File: config.mk
export PLATFORM = sky130hd
export DESIGN_NAME = spe_omem_port
export DESIGN_NICKNAME = d
export VERILOG_FILES = /design/src/rtl/spe_omem_port.sv
export SDC_FILE = /design/constraint.sdc
export NUM_CORES = 1
export LEC_CHECK = 0
export ABC_AREA = 1
export CAP_MARGIN = 25
export CORE_MARGIN = 8
export CORE_UTILIZATION = 34
export DETAILED_ROUTE_END_ITERATION = 8
export GPL_ROUTABILITY_DRIVEN = 0
export HOLD_SLACK_MARGIN = 0.1
export PLACE_DENSITY = 0.77
export RECOVER_POWER = 50
export SYNTH_ARGS = -nofsm -noshare
export SYNTH_HDL_FRONTEND = slang
export SYNTH_SLANG_ARGS = --single-unit
File: constraint.sdc
create_clock -name clk -period 1.2 [get_ports clk]
set_input_delay 0.24 -clock clk [delete_from_list [all_inputs] [get_ports clk]]
set_output_delay 0.24 -clock clk [all_outputs]
set_load 0.02 [all_outputs]
File: src/rtl/spe_omem_port.sv
// ============================================================================
// Module      : spe_omem_port
// Description : SPE-side port to the output memory. Forwards computed
//               potentials/spikes to the OMEM, fetches the previous-timestep
//               residue on request, and tracks timestep-done broadcasts.
//               Optional macro SPE_OMEM_PORT_STATS_EN adds per-timestep
//               write/request handshake counters (wr_cnt, req_cnt).
// Revision    : 1.0 - initial release
// ============================================================================
`default_nettype none

module spe_omem_port #(
  parameter int SPE_ID    = 0,
  parameter int OMEM_ADDR = 11,
  parameter int SUM_WIDTH = 13
) (
  input  logic                 clk,
  input  logic                 rst_n,
  input  logic                 core_req_valid,
  output logic                 core_req_ready,
  output logic                 core_resid_valid,
  input  logic                 core_resid_ready,
  output logic [SUM_WIDTH-1:0] core_resid,
  input  logic                 core_wr_valid,
  output logic                 core_wr_ready,
  input  logic [SUM_WIDTH-1:0] core_wr_potential,
  input  logic                 core_wr_spike,
  output logic                 tx_valid,
  input  logic                 tx_ready,
  output logic [32:0]          tx_packet,
  input  logic                 rx_valid,
  output logic                 rx_ready,
  input  logic [32:0]          rx_packet,
  output logic [1:0]           ts,
  output logic                 ts_done,
  output logic                 bad_pkt
`ifdef SPE_OMEM_PORT_STATS_EN
  ,
  output logic [8:0]           wr_cnt,
  output logic [8:0]           req_cnt
`endif
);

  typedef enum logic [2:0] {
    IDLE      = 3'd0,
    REQ_TX    = 3'd1,
    WAIT_RESP = 3'd2,
    RESID_OUT = 3'd3,
    WR_TX     = 3'd4
  } state_t;

  localparam logic [3:0] c_DEST    = 4'(OMEM_ADDR);
  localparam logic [3:0] c_OP_SEND = 4'(2 * SPE_ID);
  localparam logic [3:0] c_OP_REQ  = 4'(2 * SPE_ID + 1);
  localparam logic [3:0] c_OP_TS   = 4'd15;

  state_t               state_q, state_d;
  logic                 tx_valid_q, tx_valid_d;
  logic [32:0]          tx_packet_q, tx_packet_d;
  logic                 resid_valid_q, resid_valid_d;
  logic [SUM_WIDTH-1:0] resid_q, resid_d;
  logic [1:0]           ts_q, ts_d;
  logic                 ts_done_q, ts_done_d;
  logic                 bad_pkt_q, bad_pkt_d;

  logic                 rx_fire;
  logic                 rx_is_ts;
  logic                 tx_fire;
  logic                 unused_rx_bits;

  // Handshake qualifiers; readies are forced low while reset is held.
  assign rx_fire        = rx_valid & rx_ready;
  assign rx_is_ts       = (rx_packet[28:25] == c_OP_TS);
  assign tx_fire        = tx_valid_q & tx_ready;
  // Write wins arbitration, so the request is not acknowledged alongside it.
  assign core_wr_ready  = rst_n & (state_q == IDLE);
  assign core_req_ready = rst_n & (state_q == IDLE) & ~core_wr_valid;
  assign rx_ready       = rst_n & (state_q != RESID_OUT);
  // Destination and upper data bits of received packets carry no meaning here.
  assign unused_rx_bits = ^{rx_packet[32:29], rx_packet[24:SUM_WIDTH]};

  assign tx_valid         = tx_valid_q;
  assign tx_packet        = tx_packet_q;
  assign core_resid_valid = resid_valid_q;
  assign core_resid       = resid_q;
  assign ts               = ts_q;
  assign ts_done          = ts_done_q;
  assign bad_pkt          = bad_pkt_q;

  // State and output registers; reset abandons any in-flight transaction.
  always_ff @(posedge clk or negedge rst_n) begin
    if (!rst_n) begin
      state_q       <= IDLE;
      tx_valid_q    <= 1'b0;
      tx_packet_q   <= '0;
      resid_valid_q <= 1'b0;
      resid_q       <= '0;
      ts_q          <= 2'd1;
      ts_done_q     <= 1'b0;
      bad_pkt_q     <= 1'b0;
    end else begin
      state_q       <= state_d;
      tx_valid_q    <= tx_valid_d;
      tx_packet_q   <= tx_packet_d;
      resid_valid_q <= resid_valid_d;
      resid_q       <= resid_d;
      ts_q          <= ts_d;
      ts_done_q     <= ts_done_d;
      bad_pkt_q     <= bad_pkt_d;
    end
  end

  // Next-state logic for the transaction FSM and the timestep tracker.
  always_comb begin
    state_d       = state_q;
    tx_valid_d    = tx_valid_q;
    tx_packet_d   = tx_packet_q;
    resid_valid_d = resid_valid_q;
    resid_d       = resid_q;
    ts_d          = ts_q;
    ts_done_d     = 1'b0;
    bad_pkt_d     = 1'b0;

    case (state_q)
      IDLE: begin
        if (core_wr_valid) begin
          state_d     = WR_TX;
          tx_valid_d  = 1'b1;
          tx_packet_d = {c_DEST, c_OP_SEND, 24'(core_wr_potential), core_wr_spike};
        end else if (core_req_valid) begin
          state_d     = REQ_TX;
          tx_valid_d  = 1'b1;
          tx_packet_d = {c_DEST, c_OP_REQ, 25'd0};
        end
      end
      WR_TX: begin
        if (tx_fire) begin
          state_d    = IDLE;
          tx_valid_d = 1'b0;
        end
      end
      REQ_TX: begin
        if (tx_fire) begin
          state_d    = WAIT_RESP;
          tx_valid_d = 1'b0;
        end
      end
      WAIT_RESP: begin
        if (rx_fire && !rx_is_ts) begin
          state_d       = RESID_OUT;
          resid_valid_d = 1'b1;
          resid_d       = rx_packet[SUM_WIDTH-1:0];
        end
      end
      RESID_OUT: begin
        if (core_resid_ready) begin
          state_d       = IDLE;
          resid_valid_d = 1'b0;
        end
      end
      default: begin
        state_d       = IDLE;
        tx_valid_d    = 1'b0;
        resid_valid_d = 1'b0;
      end
    endcase

    // Timestep broadcasts are honoured in any state; stray data is dropped.
    if (rx_fire) begin
      if (rx_is_ts) begin
        ts_done_d = 1'b1;
        ts_d      = 2'd2;
      end else if (state_q != WAIT_RESP) begin
        bad_pkt_d = 1'b1;
      end
    end
  end

`ifdef SPE_OMEM_PORT_STATS_EN
  logic [8:0] wr_cnt_q;
  logic [8:0] req_cnt_q;

  // Per-timestep handshake counters, cleared when a timestep-done is consumed.
  always_ff @(posedge clk or negedge rst_n) begin
    if (!rst_n) begin
      wr_cnt_q  <= '0;
      req_cnt_q <= '0;
    end else if (rx_fire && rx_is_ts) begin
      wr_cnt_q  <= '0;
      req_cnt_q <= '0;
    end else if (tx_fire) begin
      if (state_q == WR_TX)  wr_cnt_q  <= wr_cnt_q + 9'd1;
      if (state_q == REQ_TX) req_cnt_q <= req_cnt_q + 9'd1;
    end
  end

  assign wr_cnt  = wr_cnt_q;
  assign req_cnt = req_cnt_q;
`else
  // Statistics counters are not built in this configuration.
`endif

endmodule

`default_nettype wire

; Yosys cells after proc, flatten, opt, wreduce, memory -nomap -nowiden
; Index checks and enable logic that the tools add are counted.
[word_totals]
register_bits = 55
latch_bits = 0
mem_bits_rw = 0
mem_bits_ro = 0
in_bits = 54
output_inout_bits = 55
wordCells = 63
n_memories = 0
[op_classes]
n_addsub = 0
mul = 0
div_mod_pow = 0
n_lt_le_gt_ge = 0
eq_ne = 13
n_shift = 0
n_mux = 21
bitwise_logic = 8
n_reduce_logical = 13
[op_table]
columns = operator, n
row1 = $mux W33, 2
row2 = $mux W3, 6
row3 = $pmux W3 S5, 1
row4 = $mux W1, 10
row5 = $ne A2 B2 Y1 const B, 4
row6 = $eq A3 B2 Y1 const B, 2
row7 = $ne A3 B2 Y1 const B, 2
row8 = $pmux W1 S3, 2
row9 = $reduce_and A2 Y1, 3
row10 = $reduce_and A3 Y1, 2
row11 = $and A1 B1 Y1, 5
row12 = $reduce_and A5 Y1, 1
row13 = $eq A4 B4 Y1 const B, 1
row14 = $reduce_or A2 Y1, 2
row15 = $eq A3 B1 Y1 const B, 1
row16 = $eq A3 B3 Y1 const B, 1
row17 = $logic_not A3 Y1, 1
row18 = $ne A3 B3 Y1 const B, 1
row19 = $not A1 Y1, 3
row20 = $reduce_or A3 Y1, 1
row21 = $ne A2 B1 Y1 const B, 1
row22 = $reduce_bool A2 Y1, 1
row23 = $logic_and A1 B1 Y1, 1
row24 = $logic_not A1 Y1, 1

; Logic depth before layout (Yosys ltp)
; Gate-level depths: netlist (run 1).
[logic_depth]
ltp_word = 6
ltp_mapped = 9
mapped_depth_nobuf = 8

; Worst setup path before layout (run 1)
; No wires, ideal clock.
[synth_timing]
path_kind = register to output
start = register state_q[0]
end = output core_req_ready
arrival_ns = 1.230
required_ns = 0.960
slack_ns = -0.270
path_stages_with_launch = 6
n_path_buf = 1
path_cell_list = dfrtp_1 buf_6 nor2_2 nand2_2 or2_1 nor2_1
[synth_via]
elab_chain_cells = 3
[synth_lines]
columns = element, line_no
row1 = from (decl), 57  ; state_t state_q, state_d;
row2 = from (signal assigned), 102  ; state_q <= state_d;
row3 = $logic_not A3 Y1, 77  ; assign core_req_ready = rst_n & (state_q == IDLE) & ~core_wr_valid;
row4 = $and A1 B1 Y1 (2 in a row), 77
row5 = to (decl), 20  ; output logic core_req_ready,
; No other way between the ends.

; Worst setup path after layout (run 1)
; Ends and elaborated chain as after synthesis.

==> results of run 1 <==
==> Yosys cell counts <==
master,number,share of area [%]
conb_1,1,0.21
inv_2,4,0.82
dfrtp_1,37,51
nand3_4,2,1.9
a21oi_1,3,0.82
nor3_1,1,0.27
nand2_4,1,0.62
nor2_1,11,2.3
o21ai_0,1,0.27
a31oi_1,1,0.34
nor2_4,2,1.2
or2_1,1,0.34
nand4_1,1,0.34
inv_1,8,1.6
or2_2,2,0.69
nor2_2,1,0.34
nand3_1,32,8.8
nand2_1,66,14
clkbuf_1,1,0.21
buf_6,5,3.1
dfstp_2,1,1.4
buf_4,18,7.4
nor2_8,1,1.1
o21a_1,1,0.41
buf_2,1,0.27
nand2_2,2,0.69
==> cell usage in the layout, fill, tap and decap left out, types with 3 or more instances in the layout <==
cell type / count
nand2_2: 24
nor2_1: 5
buf_12: 5
nand2_4: 3
nand2_1: 42
nand3_1: 30
buf_2: 23
clkdlybuf4s15_2: 7
conb_1: 15
inv_2: 3
clkbuf_2: 5
buf_6: 13
clkdlybuf4s15_1: 3
clkbuf_1: 3
nor2_4: 8
buf_4: 15
clkbuf_8: 5
clkdlybuf4s50_1: 36
dfrtp_1: 36
inv_1: 7
a21oi_1: 3
==> registers in the layout (all words and copies together), names as in the netlist <==
register,flops
tx_packet,16
core_resid,13
state_q,3
ts,2
bad_pkt,1
core_resid_valid,1
ts_done,1
tx_valid,1
==> critical path, delay by kind of cell (launching register included) <==
kind	cells	cell delay, ns
simple gates	4	0.56
buf+inv	1	0.13
flops	1	0.41
==> through the flow <==
| stage | utilization [%] | setup TNS [ns] |
|---|---|---|
| final | 58.8 | -9.67 |
| after global routing | 58.8 | -12.36 |
| after detailed placement | 52.7 | -14.38 |
| after global placement | 52.7 | -13.08 |
| after floorplan | - | -0.446 |
| after CTS | 57.9 | -8.20 |
==> worst min-delay path by stage <==
stage,to,slack (ns)
after CTS,ts_done,0.37
after floorplan,bad_pkt,-0.06
after global placement,core_resid[4],0.37
final,state_q[1],0.45
after global routing,ts[0],0.47
after detailed placement,core_resid[4],0.36
==> what timing repair did <==
item,4_1_cts,5_1_grt
setup endpoints to repair,74,55
endpoints found under the hold margin,37,0
resized for setup,159,54
cloned,2,2
pin swaps,6,11
buffers inserted,8,7
hold buffers,1,0
==> cell families (layout without fill, tap and decap cells) <==
group	after synthesis	in the layout	synth area share [%]
and+or+nand+nor	123	124	32.2
DFF	38	38	52.3
buffers and inverters	37	132	13.5
AOI/OAI and AO/OA	6	6	1.85
other	1	15	0.206
==> layer usage <==
metal | up-vias | part of all wire [%]
met4 | 0 | 1.4
li1 | 831 | -
met2 | 63 | 52
met3 | 6 | 8.0
met1 | 794 | 39
met5 | - | 0
==> power by group through the flow <==
| stage | combinational [W] | sequential [W] | clock (W) |
|---|---|---|---|
| after floorplan | 0.00126 | 0.00268 | 0 |
| after global placement | 0.00340 | 0.00208 | 0 |
| after detailed placement | 0.00346 | 0.00210 | 0 |
| after CTS | 0.00376 | 0.00209 | 0.000869 |
| after global routing | 0.00419 | 0.00217 | 0.000922 |
| final | 0.00388 | 0.00212 | 0.000826 |
==> cell type report <==
class / instances / area, um^2 / area share, %
Clock buffer: 6 / 72.6 / 2.40
Clock inverter: 2 / 10.0 / 0.331
Inverter: 12 / 55.1 / 1.82
Multi-Input combinational cell: 145 / 827 / 27.4
Sequential cell: 38 / 953 / 31.5
Tap cell: 70 / 87.6 / 2.90
Timing Repair Buffer: 111 / 1010 / 33.4
Timing Repair inverter: 1 / 6.26 / 0.207
==> summary.md, run 1 <==
| Metric | Value |
|---|---|
| Status | complete, but fails checks |
| Failing checks | setup timing |
| Root buf cell | clkbuf_8 |
| Remaining Overflow, GRT | 0 |
| Filler Cell Count | 482 |
| I/O pin total | 109 |
| Pin count of the biggest net entering global routing | 22 |
| Final cell count without fillers | 385 |
| Placed Area | 2710 um^2 |
| Drc violations | 0 |
| Crit path DAT | 1.40 ns |
| Initial antenna violation count | 0 |
| Pre-CTS setup slack | -0.739 ns |
| GR peak layer | met2 |
| Ys Warns | 0 |
| Slowest stage delay, CP | 0.41 ns |
| Via count | 1,694 |
| Share of cells above drive strength 1 | 41.0% |
| All-Layer GR Usage | 13.5% |
| WL final | 5.66 mm |
| Reg power frac | 31.0% |
| Cell area after synthesis | 1820 um^2 |
| Leakage | 1.53 nW |
| Num Clock Sinks | 38 |
| Nets | 368 |
| Clock network fraction of total power | 12.1% |
| Global-route wire length before repair | 8.34 mm |
| # setup viols final | 39 |
| Worst Setup EP | core_req_ready |
| R2R Path End | tx_packet[7] |
| Crit path kind | register to output pin |
| Tmin final | 1.64 ns |
| Syn Inst Count | 205 |
| Comb power frac | 56.9% |
| Setup crit end kind | output pin |
| TritonRoute pass-1 iters | 4 |
| CTS Buf Count | 5 |
| Final WS setup | -0.436 ns |
| Vias/cell | 4.40 |
| Die width | 89.2 um |
| Worst Skew | 0.0137 ns |
| Starting density of the core | 35.4% |
| Total power | 0.00682 W |
| Die Ht | 89.2 um |
| H-tree levels | 2 |
| Most frequent CP cell | nor2_4 |
| Switch share | 42.5% |
| R2R Setup Slk | -0.31 ns |
| Clock Tree Buf Depth | 2 |
| Synth unique cells | 26 |
| Die area | 7960 um^2 |
| Clock latency at the later pin of the worst-skew pair | 0.29 ns |
| FMAX | 611 MHz |
| Req. time, crit path | 0.96 ns |
| Hold slack | 0.446 ns |
| Sw Pwr | 0.00290 W |
| Placed cells | 358 |
| Clk slew on worst S/H paths | 0.08 ns |
| Slew HR | 61.9% |
| Tightest Hold Check Type | input port to async pin |
| Area Growth Syn to Fin | 65.9% |
| Drt wl/cell | 14.7 um |
| Max-slew violations | 0 |
| Final worst path period share | 136% |
| Post-route cell area | 3020 um^2 |
| CTS tree | built |
| Detailed placement HPWL | 3.85 mm |
| Row cnt | 26 |
| Core ar. | 5140 um^2 |
| MaxCap Viol Count | 0 |
| Crit-path slowest cell | dfrtp_1 |
| Number of routed nets with antenna violations | 0 |
| Worst r2r src | state_q[0] |
| Sequential fraction of the synthesis area | 52.3% |
| RSZ-0062 raised after global routing | true |
| Slew @ Worst Pin | 0.571 ns |
| Setup crit start | state_q[0] |
| CP Max Fanout | 2 |
| Cell Chain, Critical Path | nor2_4 -> nand2_2 -> or2_4 -> nor2_4 -> buf_6 |
| Worst reg-to-reg path cell count | 9 |
| Met2 Usage GRT | 23.6% |
| PortBufs | 77 |
| Initial DRC Count | 28 |
| Avg Cell Area, Syn | 8.89 um^2 |
| Startpoint types | register |
| Met3 Use GR | 4.96% |
| Final Hold Fails | 0 |
| Pint | 0.00392 W |
| Power Dens Cells | 2260 nW/um^2 |
| Peak supply drop | 1.14 mV |
| Seq cells post-synth | 38 |
| Antenna cell count | 0 |
| Grt met1 use | 14.4% |
| Number of global-route vias before repair | 1,829 |
Power figures use the tool's default switching activity.
==> inputs of run 2 (changes only) <==
--- a/config.mk
+++ b/config.mk
@@ -6,13 +6,16 @@
 export NUM_CORES = 1
 export LEC_CHECK = 0
 export ABC_AREA = 1
+export ABC_CLOCK_PERIOD_IN_PS = 1200
 export CAP_MARGIN = 25
 export CORE_MARGIN = 8
-export CORE_UTILIZATION = 34
+export CORE_UTILIZATION = 35
+export CTS_BUF_LIST = sky130_fd_sc_hd__clkbuf_8
+export CTS_CLUSTER_SIZE = 20
 export DETAILED_ROUTE_END_ITERATION = 8
 export GPL_ROUTABILITY_DRIVEN = 0
 export HOLD_SLACK_MARGIN = 0.1
-export PLACE_DENSITY = 0.77
+export PLACE_DENSITY = 0.79
 export RECOVER_POWER = 50
 export SYNTH_ARGS = -nofsm -noshare
 export SYNTH_HDL_FRONTEND = slang
==> run 2 against run 1 <==
  * The flow still finishes with violations (setup timing)
  * Combinational power is 3% lower
  * Worst hold slack worse by 0.11 ns
  * Sequential power hardly changed
  * Global-route usage fell by 0.97 points
  * Clock power grew 60%
  * First-iteration DRC count increased by 96%
  * Register-to-register slack hardly changed
  * Critical endpoint unchanged
==> summary.md, run 2 (same netlist as run 1, synthesis figures left out) <==
| Metric | Value |
|---|---|
| CP Max Fanout | 2 (unchanged) |
| Tmin final | 1.62 ns (-0.0124 ns) |
| I/O pin total | 109 (unchanged) |
| Row cnt | 26 (unchanged) |
| All-Layer GR Usage | 12.5% (-0.97 points) |
| Slew @ Worst Pin | 0.973 ns (+0.402 ns) |
| Tightest Hold Check Type | input port to async pin |
| Number of global-route vias before repair | 1,644 (-10%) |
| MaxCap Viol Count | 0 (unchanged) |
| Startpoint types | register |
| Slew HR | 35.1% (-27 points) |
| Final worst path period share | 135% (-1.0 points) |
| Root buf cell | clkbuf_8 |
| Number of routed nets with antenna violations | 0 (unchanged) |
| CTS tree | built |
| H-tree levels | 2 (unchanged) |
| Clk slew on worst S/H paths | 0.08 ns (about the same) |
| Die area | 7770 um^2 (-2.4%) |
| # setup viols final | 39 (unchanged) |
| Num Clock Sinks | 38 (unchanged) |
| Commonest non-fill, non-tap cell in the layout | nand2_1 |
| Remaining Overflow, GRT | 0 (unchanged) |
| Global-route wire length before repair | 7.67 mm (-8.0%) |
| Drt wl/cell | 13.7 um (-6.6%) |
| Setup_tns | -9.41 ns (+0.258 ns) |
| Final Hold Fails | 0 (unchanged) |
| Max FFs per register | 16 (unchanged) |
| Die width | 88.1 um (-1.2%) |
| Worst Skew | 0.0103 ns (-0.00344 ns) |
| Clock latency at the later pin of the worst-skew pair | 0.28 ns (about the same) |
| Core ar. | 5070 um^2 (-1.3%) |
| Setup crit end kind | output pin |
| Detailed placement HPWL | 3.72 mm (-3.3%) |
| Layout Utilization | 59.7% (+0.85 points) |
| Die Ht | 88.1 um (-1.2%) |
| Area Growth Syn to Fin | 66.2% |
| Status | complete, but fails checks |
| Req. time, crit path | 0.96 ns (about the same) |
| Starting density of the core | 35.9% (+0.45 points) |
| Initial antenna violation count | 0 (unchanged) |
| Power Dens Cells | 2370 nW/um^2 (+4.9%) |
| Placed Area | 2690 um^2 (-0.65%) |
| WL final | 5.26 mm (-7.1%) |
| TritonRoute pass-1 iters | 4 (unchanged) |
| Vias/cell | 4.34 (-1.4%) |
| Final WS setup | -0.424 ns (+0.0124 ns) |
| Initial DRC Count | 55 (+96%) |
| Drc violations | 0 (unchanged) |
| Most frequent cells in the layout | nand2_1, dfrtp_1, clkdlybuf4s50_1 |
| Share of cells above drive strength 1 | 40.6% (-0.38 points) |
| Leakage | 1.55 nW (+1.0%) |
| Failing checks | setup timing |
| Pre-CTS setup slack | -0.708 ns (+0.0310 ns) |
| Total power | 0.00717 W (+5.1%) |
| Crit path kind | register to output pin |
| CTS Buf Count | 5 (unchanged) |
| Max-slew violations | 0 (unchanged) |
| Peak supply drop | 1.25 mV (+8.8%) |
| RSZ-0062 raised after global routing | true |
| Antenna cell count | 0 (unchanged) |
| PortBufs | 77 (unchanged) |
| Clock Tree Buf Depth | 2 (unchanged) |
| Post-route cell area | 3030 um^2 (+0.17%) |
| FMAX | 616 MHz (+0.77%) |
| Nets | 366 (-0.54%) |
| Via count | 1,662 (-1.9%) |
| Crit path DAT | 1.38 ns (-0.02 ns) |
| Pin count of the biggest net entering global routing | 21 (-4.5%) |
## run 2: cell count changes in the layout (fill, tap and decap cells not counted), sizes merged
| cell | delta |
|---|---|
| clkdlybuf4s15 | -1 |
| bufinv | +2 |
| inv | -1 |
| clkdlybuf4s25 | -1 |
| clkinv | -2 |
| dlygate4sd3 | +1 |
## run 2: timing repair
action,in CTS,in global routing
resized for setup,144,61
setup buffers,2,11
pin swaps,9,16
endpoints found under the hold margin,17,0
hold buffers,2,0
gates cloned,1,1
setup endpoints to repair,73,81
## run 2: per-stage QoR
| step | cells | hold slack [ns] |
|---|---|---|
| 3_5_place_dp | 359 | 0.261 |
| 6_report | 383 | 0.335 |
| 4_1_cts | 372 | 0.394 |
| 3_3_place_gp | 359 | 0.265 |
| 2_1_floorplan | 219 | -0.0556 |
| 5_1_grt | 383 | 0.394 |
## run 2: worst paths after layout
path,startpoint,end,slack (ns),depth (start not counted)
max reg2reg,state_q[1],core_resid[5],-0.31,9
min in group clk,rst_n,ts_done,0.39,4
min reg2reg,ts[0],ts[0],0.45,2
min,rst_n,tx_packet[0],0.33,3
max in group asynchronous,rst_n,state_q[1],0.21,3
max,state_q[1],core_req_ready,-0.42,5
## run 2: worst max-delay path: stages (launching register included)
cell and delay (ns):
dfrtp_2 0.43, nor2_4 0.13, nand2_2 0.07, or2_4 0.24
nor2_4 0.10, buf_6 0.13
## run 2: area by class of cell
class / count / area (um^2)
tap: 70 / 87.6
fill: 483 / 2050
clock inverter: 2 / 60.1
timing repair buffer: 110 / 962
clock buffer: 6 / 82.6
multi-input combinational: 145 / 827
sequential: 38 / 953
inverter: 12 / 55.1
## run 2: per-layer routing
layer	track usage, %	share of wire [%]
met5	0	0
met1	14.3	41
met4	4.30	1.2
met3	5.25	8.0
met2	20.5	50
## run 2: report_power, final
group	internal, W	switching [W]
Combinational	0.00167	0.00209
Clock	0.000887	0.000433
Sequential	0.00180	0.000291
Total	0.00436	0.00281
==> inputs of run 3 (changes only) <==
--- a/config.mk
+++ b/config.mk
@@ -8,14 +8,16 @@
 export ABC_AREA = 1
 export ABC_CLOCK_PERIOD_IN_PS = 1200
 export CAP_MARGIN = 25
+export CELL_PAD_IN_SITES_DETAIL_PLACEMENT = 1
+export CELL_PAD_IN_SITES_GLOBAL_PLACEMENT = 1
 export CORE_MARGIN = 8
-export CORE_UTILIZATION = 35
+export CORE_UTILIZATION = 24
 export CTS_BUF_LIST = sky130_fd_sc_hd__clkbuf_8
 export CTS_CLUSTER_SIZE = 20
 export DETAILED_ROUTE_END_ITERATION = 8
 export GPL_ROUTABILITY_DRIVEN = 0
 export HOLD_SLACK_MARGIN = 0.1
-export PLACE_DENSITY = 0.79
+export PLACE_DENSITY_LB_ADDON = 0.1
 export RECOVER_POWER = 50
 export SYNTH_ARGS = -nofsm -noshare
 export SYNTH_HDL_FRONTEND = slang
==> run 3 against run 2 <==
  * The flow still finishes with violations (setup timing)
  * Wire length is 12% higher
  * Via count is 0.18% higher
  * Die area is 37% higher
  * Flip-flop and latch count stayed put
  * First-iteration DRC count is 62% lower
  * Combinational power is 1% lower
==> summary.md, run 3 (same netlist as run 1, synthesis figures left out) <==
| Metric | Value |
|---|---|
| Nets | 366 (unchanged) |
| Placed Area | 2790 um^2 (+3.8%) |
| Via count | 1,665 (+0.18%) |
| Drc violations | 0 (unchanged) |
| Worst Setup EP | core_req_ready |
| Setup_tns | -8.43 ns (+0.986 ns) |
| Req. time, crit path | 0.96 ns (about the same) |
| Setup crit end kind | output pin |
| Crit path DAT | 1.35 ns (-0.03 ns) |
| Clock latency at the later pin of the worst-skew pair | 0.28 ns (about the same) |
| All-Layer GR Usage | 11.1% (-1.4 points) |
| Pint | 0.00384 W (-12%) |
| TritonRoute pass-1 iters | 4 (unchanged) |
| Initial DRC Count | 21 (-62%) |
| Tightest Hold Check Type | input port to async pin |
| Worst Skew | 0.00235 ns (-0.00793 ns) |
| # setup viols final | 38 (-2.6%) |
| Worst reg-to-reg path cell count | 10 (+1) |
| I/O pin total | 109 (unchanged) |
| CP Max Fanout | 2 (unchanged) |
| Pin count of the biggest net entering global routing | 27 (+29%) |
| Final worst path period share | 133% (-2.7 points) |
| Crit-path slowest cell | dfrtp_1 |
| Share of cells above drive strength 1 | 37.2% (-3.4 points) |
| Core ar. | 7290 um^2 (+44%) |
| Global-route wire length before repair | 9.09 mm (+19%) |
| Slowest stage delay, CP | 0.41 ns (-0.02 ns) |
| Switch share | 42.2% (+3.0 points) |
| R2R Path End | tx_packet[11] |
| Max FFs per register | 16 (unchanged) |
| RSZ-0062 raised after global routing | true |
| Max-slew violations | 0 (unchanged) |
| Setup crit start | state_q[0] |
| Commonest non-fill, non-tap cell in the layout | nand2_1 |
| PortBufs | 77 (unchanged) |
| Post-route cell area | 2920 um^2 (-3.6%) |
| Clk slew on worst S/H paths | 0.08 ns (about the same) |
| Leakage | 1.52 nW (-1.6%) |
| Layout Utilization | 40.0% (-20 points) |
| WL final | 5.88 mm (+12%) |
| Placed cells | 395 (+10%) |
| Area Growth Syn to Fin | 60.3% |
| Final cell count without fillers | 411 (+7.3%) |
| Root buf cell | clkbuf_8 |
| Slew @ Worst Pin | 0.754 ns (-0.219 ns) |
| Num Clock Sinks | 38 (unchanged) |
| Power Dens Cells | 2280 nW/um^2 (-3.8%) |
| Filler Cell Count | 894 (+85%) |
| MaxCap Viol Count | 0 (unchanged) |
| Starting density of the core | 25.0% (-11 points) |
| Clock network fraction of total power | 12.7% (-5.7 points) |
| Final WS setup | -0.391 ns (+0.0327 ns) |
| Vias/cell | 4.05 (-6.6%) |
| Peak supply drop | 0.929 mV (-25%) |
| Worst r2r src | state_q[0] |
| Die Ht | 103 um (+17%) |
| Number of routed nets with antenna violations | 0 (unchanged) |
| Sw Pwr | 0.00281 W (-0.15%) |
| Row cnt | 31 (+19%) |
| CTS tree | built |
| Crit path kind | register to output pin |
| Detailed placement HPWL | 4.42 mm (+19%) |
| Slew HR | 49.7% (+15 points) |
| H-tree levels | 2 (unchanged) |
| Status | complete, but fails checks |
| Reg power frac | 31.4% (+2.2 points) |
| Startpoint types | register |
| Buffers and inverters on the worst path | 1 (unchanged) |
| Crit path max-delay family | simple AND/OR/NAND/NOR gates |
| Pre-CTS setup slack | -0.681 ns (+0.0269 ns) |
| Number of global-route vias before repair | 1,823 (+11%) |
| Clock Tree Buf Depth | 2 (unchanged) |
| Tmin final | 1.59 ns (-0.0327 ns) |
| FMAX | 629 MHz (+2.1%) |
| CTS Buf Count | 5 (unchanged) |
| Initial antenna violation count | 0 (unchanged) |
| Antenna cell count | 0 (unchanged) |
| Final Hold Fails | 0 (unchanged) |
| Failing checks | setup timing |
| Most frequent CP cell | nor2_4 |
| Cell Chain, Critical Path | nor2_4 -> nand2_2 -> or2_4 -> nor2_4 -> buf_6 |
| Worst path depth | 5 (unchanged) |
| R2R Setup Slk | -0.32 ns (about the same) |
| Die width | 103 um (+17%) |
| Comb power frac | 55.9% (+3.5 points) |
| Most frequent cells in the layout | nand2_1, dfrtp_1, clkdlybuf4s50_1 |
| Die area | 10,600 um^2 (+37%) |
| Remaining Overflow, GRT | 0 (unchanged) |
| Drt wl/cell | 14.3 um (+4.1%) |
-- run 3: worst min path at each step --
| stage | startpoint | endpoint | slack, ns | depth (start not counted) |
|---|---|---|---|---|
| after floorplan | rst_n | bad_pkt | -0.06 | 0 |
| after global placement | rst_n | tx_valid | 0.24 | 2 |
| after detailed placement | rst_n | core_resid_valid | 0.25 | 2 |
| after CTS | rst_n | tx_packet[30] | 0.12 | 3 |
| after global routing | rst_n | state_q[2] | 0.32 | 3 |
| final | rst_n | tx_packet[30] | 0.24 | 3 |
-- run 3: power by group through the flow --
stage	logic, W	clock network, W	registers [W]
final	0.00372	0.000847	0.00209
after CTS	0.00364	0.000900	0.00209
after floorplan	0.00126	0	0.00268
after global routing	0.00407	0.000940	0.00215
after global placement	0.00366	0	0.00209
after detailed placement	0.00368	0	0.00210
-- run 3: through the flow --
| step | power, W | hold slack (ns) |
|---|---|---|
| 6_report | 0.00665 | 0.245 |
| 5_1_grt | 0.00715 | 0.321 |
| 4_1_cts | 0.00663 | 0.122 |
| 3_5_place_dp | 0.00579 | 0.246 |
| 3_3_place_gp | 0.00575 | 0.242 |
| 2_1_floorplan | 0.00395 | -0.0556 |
-- run 3: cell type report --
cell class / instances / area, um^2 / area share, %
clock buffer: 5 / 68.8 / 2.36
clock inverter: 2 / 10.0 / 0.343
inverter: 12 / 47.5 / 1.63
multi-input combinational: 145 / 771 / 26.4
sequential: 38 / 953 / 32.6
tap: 99 / 124 / 4.24
timing repair buffer: 110 / 946 / 32.4
-- run 3: repair_timing --
action / CTS / global route
hold buffers: 1 / 0
cloned: 1 / 1
endpoints found under the hold margin: 12 / 0
setup endpoints to repair: 76 / 76
gates resized for setup: 144 / 52
buffers inserted: 1 / 6
pin swaps: 5 / 1
-- run 3: layer usage --
layer | routed length (um) | GRT usage (%) | vias up
li1 | - | - | 831
met1 | 2580 | 12.9 | 769
met2 | 2700 | 17.9 | 61
met3 | 561 | 5.33 | 4
met4 | 38 | 3.00 | 0
met5 | 0 | 0 | -
-- run 3: worst register-to-register path: stages, from the launching register on --
cell and delay [ns]:
dfrtp_1 0.41, nor2_4 0.13, nand2_2 0.07, buf_4 0.14, buf_6 0.11, buf_6 0.12
nor2_4 0.11, inv_4 0.07, clkbuf_16 0.15, nand2_1 0.06, nand2_1 0.05
==> patch 1 (config.mk and constraints of run 2) <==
The 5 states of `state_t` get a one-hot encoding in 5 bits.
--- a/src/rtl/spe_omem_port.sv
+++ b/src/rtl/spe_omem_port.sv
@@ -43,8 +43,8 @@
 
-  typedef enum logic [2:0] {
-    IDLE      = 3'd0,
-    REQ_TX    = 3'd1,
-    WAIT_RESP = 3'd2,
-    RESID_OUT = 3'd3,
-    WR_TX     = 3'd4
+  typedef enum logic [4:0] {
+    IDLE      = 5'b00001,
+    REQ_TX    = 5'b00010,
+    WAIT_RESP = 5'b00100,
+    RESID_OUT = 5'b01000,
+    WR_TX     = 5'b10000
   } state_t;
Formal check against the unedited RTL: no difference found for any inputs over 10 cycles, from zero or initial values and one cycle with rst_n low; not proved beyond that.
==> patch 1 against run 2 <==
- the flow still finishes with violations (negative setup slack)
- via count rose by 8.5%
- clock power fell by 30%
- power fell by 13%
- synthesized area rose by 3.9%
- die area rose by 3.2%
- routed wire length rose by 12%
- combinational power fell by 13%
- sequential power fell by 3%
- critical path depth rose by 3
- setup slack improved by 0.074 ns
- design area rose by 0.37%
- register-to-register slack got worse by 0.04 ns
- sequential cell count rose by 2
==> patch 1: results (changes against run 2) <==
pin count of the biggest net entering global routing -> 38 (+81%)
switching pwr -> 0.00262 W (-6.8%)
Port-buffer cells -> 77 (unchanged)
met2 Use GR -> 24.4% (+3.9 points)
CTS root buffer -> clkbuf_8
H-tree levels -> 2 (unchanged)
gr usage total -> 14.0% (+1.5 points)
CP peak stage delay -> 0.60 ns (+0.17 ns)
status -> finished with violations
CP arrival -> 1.78 ns (+0.40 ns)
crit path max fanout -> 6 (+4)
cell total after placement -> 371 (+3.3%)
Num CTS Buffers -> 5 (unchanged)
Clock Latency Late Sink -> 0.29 ns
Top delay family on crit path -> flip-flops
Post-Route Skew -> 0.00688 ns (-0.00340 ns)
share of layout cells above drive strength 1 -> 36.6% (-3.9 points)
synth top area cells -> dfrtp_1 50%, nand2_1 13%, nand3_1 7.9%
post-synthesis sequential area ratio -> 53.0% (+0.74 points)
initial antenna violation count -> 0 (unchanged)
drt initial violations -> 115 (+110%)
diode count -> 0 (unchanged)
Yosys cell types -> 26 (unchanged)
slew at the pin closest to its max-slew limit -> 0.938 ns (-0.0352 ns)
Post-Place Worst Slack -> -0.526 ns (+0.182 ns)
DRT Pass-1 Iters -> 4 (unchanged)
Lkg Pwr -> 1.59 nW (+2.9%)
failing checks -> negative setup slack
maximum vdd drop -> 0.896 mV (-28%)
Nets -> 375 (+2.5%)
max FFs per register -> 16 (unchanged)
DP Area -> 2790 µm² (+3.8%)
clock slew at reported path FFs -> 0.08 ns (about the same)
met1 usage -> 15.9% (+1.6 points)
Total Wirelength -> 5880 µm (+12%)
first-pass GRT wire length -> 8560 µm (+12%)
met3 Resource Use GR -> 3.31% (-1.9 points)
Synth warnings -> 0 (unchanged)
ranking of synthesized cells by instance count -> 64 x nand2_1, 38 x dfrtp_1, 30 x nand3_1, 19 x buf_4, 11 x inv_1
vias in the first global route -> 1817 (+11%)
Most used DFF post-synth -> dfrtp_1
Cells after Synth -> 212 (+3.4%)
Vias -> 1803 (+8.5%)
Max clock buf depth -> 2 (unchanged)
vias per cell -> 4.60 (+6.0%)
Async SR Flop Fraction -> 100% (unchanged)
crit path max-delay cell type -> dfstp_2
hpwl dp -> 4010 µm (+7.6%)
Worst Setup Slack, final -> -0.350 ns (+0.0736 ns)
hold crit path type -> input pin to flip-flop
Final setup viols -> 41 (+5.1%)
## patch 1: cell types whose count changed after synthesis, moves of 3 or more
cell            run 2  this run
o21ai_0             1         5
nand3_2             0         4
inv_1               8        11
nand4_1             1         6
buf_6               5         2
## patch 1: layer usage
| metal | wire length (µm) | share of wire [%] | vias to the layer above |
|---|---|---|---|
| li1 | - | - | 867 |
| met1 | 2330 | 40 | 872 |
| met2 | 3090 | 53 | 56 |
| met3 | 356 | 6.1 | 8 |
| met4 | 99 | 1.7 | 0 |
| met5 | 0 | 0 | - |
## patch 1: cells by family after synthesis
| family | share of synthesized area [%] |
|---|---|
| flip-flops | 53.0 |
| other | 0.198 |
| AO/OA/AOI/OAI | 2.05 |
| AND/OR/NAND/NOR | 32.4 |
| buffers and inverters | 12.4 |
## patch 1: area by class of cell
class | instances | area (µm²)
timing repair buffer | 109 | 956
clock inverter | 2 | 10.0
multi-input combinational | 149 | 817
sequential | 40 | 1000
clock buffer | 6 | 82.6
fill | 450 | 2130
tap | 70 | 87.6
inverter | 14 | 65.1
timing repair inverter | 2 | 17.5
## patch 1: final timing paths
path | startpoint | to | cells after the start
worst max-delay path | state_q[0] | state_q[0] | 8
worst min-delay path | rst_n | ts_done | 4
worst max register to register | state_q[0] | state_q[0] | 8
worst min register to register | ts[0] | ts[0] | 2
max in group asynchronous | rst_n | core_resid_valid | 3
min in group asynchronous | rst_n | tx_valid | 3
## patch 1: worst register-to-register path, cell delays in order, from the launching register on
cell     delay (ns)
dfstp_2        0.60
nor2_4         0.05
buf_4          0.15
nand3_4        0.07
nor2_4         0.05
buf_12         0.13
buf_6          0.12
or2_0          0.21
o21ai_1        0.12
## patch 1: through the flow
step	setup TNS (ns)	hold WS, ns
after floorplan	-1.60	-0.0556
after global placement	-14.58	0.193
after detailed placement	-15.83	0.188
after CTS	-9.00	0.188
after global routing	-12.36	0.406
final	-9.03	0.418
## patch 1: power by group through the flow
stage / Combinational (W) / Clock [W] / Sequential (W)
5_1_grt: 0.00352 / 0.00103 / 0.00208
2_1_floorplan: 0.00113 / 0 / 0.00245
4_1_cts: 0.00299 / 0.000952 / 0.00202
3_3_place_gp: 0.00291 / 0 / 0.00201
6_report: 0.00327 / 0.000927 / 0.00203
3_5_place_dp: 0.00296 / 0 / 0.00202
## patch 1: timing repair
item                       in CTS  in global routing
cloned                          1                  2
hold buffers                    1                  0
hold endpoints to repair        3                  0
setup endpoints to repair      76                 60
resized for setup             153                 48
buffers inserted                4                  5
pin swaps                       5                  6
==> patch 2 (config.mk and constraints of run 2) <==
Made on the original files. Add a define of `SPE_OMEM_PORT_STATS_EN`.
--- a/src/rtl/spe_omem_port.sv
+++ b/src/rtl/spe_omem_port.sv
@@ -10,2 +10,4 @@
 `default_nettype none
+
+`define SPE_OMEM_PORT_STATS_EN
 
Function (old outputs only; new: req_cnt and wr_cnt): kept (equiv_simple and equiv_induct, registers matched by name and starting in step).
==> patch 2 against run 2 <==
- the flow still finishes with violations (negative setup slack)
- routed wire length rose by 47%
- sequential cell count rose by 18
- design area rose by 46%
- clock skew fell by 0.0057 ns
- synthesized area rose by 56%
- die area rose by 45%
- setup slack improved by 0.10 ns
- power rose by 24%
- critical endpoint unchanged
==> patch 2: results (changes against run 2) <==
gr usage total -> 13.3% (+0.75 points)
clock share of power -> 11.4% (-7.0 points)
share of layout cells above drive strength 1 -> 44.3% (+3.7 points)
post-synthesis sequential area ratio -> 49.4% (-2.9 points)
met1 usage -> 14.5% (+0.22 points)
Vias -> 2515 (+51%)
first-pass GRT wire length -> 12300 µm (+61%)
drt initial violations -> 59 (+7.3%)
slew at the pin closest to its max-slew limit -> 0.926 ns (-0.0469 ns)
Post-Route Skew -> 0.00457 ns (-0.00571 ns)
Hold WS -> 0.256 ns (-0.0787 ns)
failing checks -> negative setup slack
ranking of synthesized cells by instance count -> 68 x nand2_1, 55 x dfrtp_1, 37 x inv_1, 19 x buf_4
CP arrival -> 1.28 ns (-0.10 ns)
DR WL met2 -> 3940 µm (+49%)
clock slew at reported path FFs -> 0.10 ns (+0.02 ns)
pin count of the biggest net entering global routing -> 42 (+100%)
maximum vdd drop -> 0.956 mV (-23%)
vias per cell -> 4.43 (+2.0%)
cell total after placement -> 549 (+53%)
setup_tns -> -8.71 ns (+0.705 ns)
Worst Setup Slack, final -> -0.321 ns (+0.103 ns)
Final setup viols -> 56 (+44%)
hpwl dp -> 5600 µm (+50%)
wl on met1 -> 3160 µm (+48%)
met3 wire len -> 539 µm (+28%)
setup slack, reg-to-reg -> -0.27 ns (+0.04 ns)
Port-buffer cells -> 95 (+23%)
switching pwr -> 0.00371 W (+32%)
Nets -> 518 (+42%)
crit path max fanout -> 3 (+1)
synth top area cells -> dfrtp_1 48%, nand2_1 9.0%, buf_4 5.0%
met2 Use GR -> 23.9% (+3.3 points)
vias in the first global route -> 2622 (+59%)
sw frac -> 41.8% (+2.6 points)
met3 Resource Use GR -> 5.02% (-0.23 points)
RR Startpoint -> state_q[2]
Lkg Pwr -> 2.28 nW (+47%)
Clock Latency Late Sink -> 0.31 ns (+0.03 ns)
status -> finished with violations
[patch 2: changes by cell type in the layout (fill, tap and decap cells not counted), moves of 13 or more]
cell and delta:
buf_2 +31, o21ai_2 +13, dfrtp_1 +13, buf_4 +18
inv_1 +31, a22o_1 +14
[patch 2: critical path: cells and delay by family (launching register included)]
| kind | cells | cell delay (ns) |
|---|---|---|
| DFF | 1 | 0.44 |
| and+or+nand+nor | 4 | 0.36 |
| buffers and inverters | 2 | 0.18 |
[patch 2: per-stage QoR]
stage / worst slack, ns / util, % / instance area, µm²
2_1_floorplan: -0.150 / - / 2960
3_3_place_gp: -0.630 / 52.9 / 4260
3_5_place_dp: -0.633 / 52.9 / 4260
4_1_cts: -0.329 / 53.5 / 4310
5_1_grt: -0.392 / 55.1 / 4430
6_report: -0.321 / 55.1 / 4430
[patch 2: timing repair]
| item | in CTS | in global routing |
|---|---|---|
| pin swaps | 8 | 10 |
| cloned | 1 | 0 |
| hold buffers | 1 | 0 |
| resized for setup | 265 | 48 |
| setup endpoints to repair | 110 | 82 |
| hold endpoints to repair | 15 | 0 |
| setup buffers | 10 | 5 |
[patch 2: cell families after synthesis]
kind of cell / after synthesis / share of synthesized area, %
compound gates: 36 / 10.3
buf+inv: 66 / 12.6
flops: 56 / 49.4
simple gates: 136 / 23.3
other cells: 1 / 0.132
fa+ha+maj: 2 / 0.881
xor+xnor: 11 / 3.39
[patch 2: cell type report]
class / count / area [µm²] / area share, %
flip-flops and latches: 56 / 1410 / 31.8
multi-input cells: 201 / 1380 / 31.1
repair buffers: 156 / 1260 / 28.5
inverters: 42 / 168 / 3.78
well taps: 105 / 131 / 2.96
clock buffers: 5 / 68.8 / 1.55
clock inverters: 3 / 16.3 / 0.367
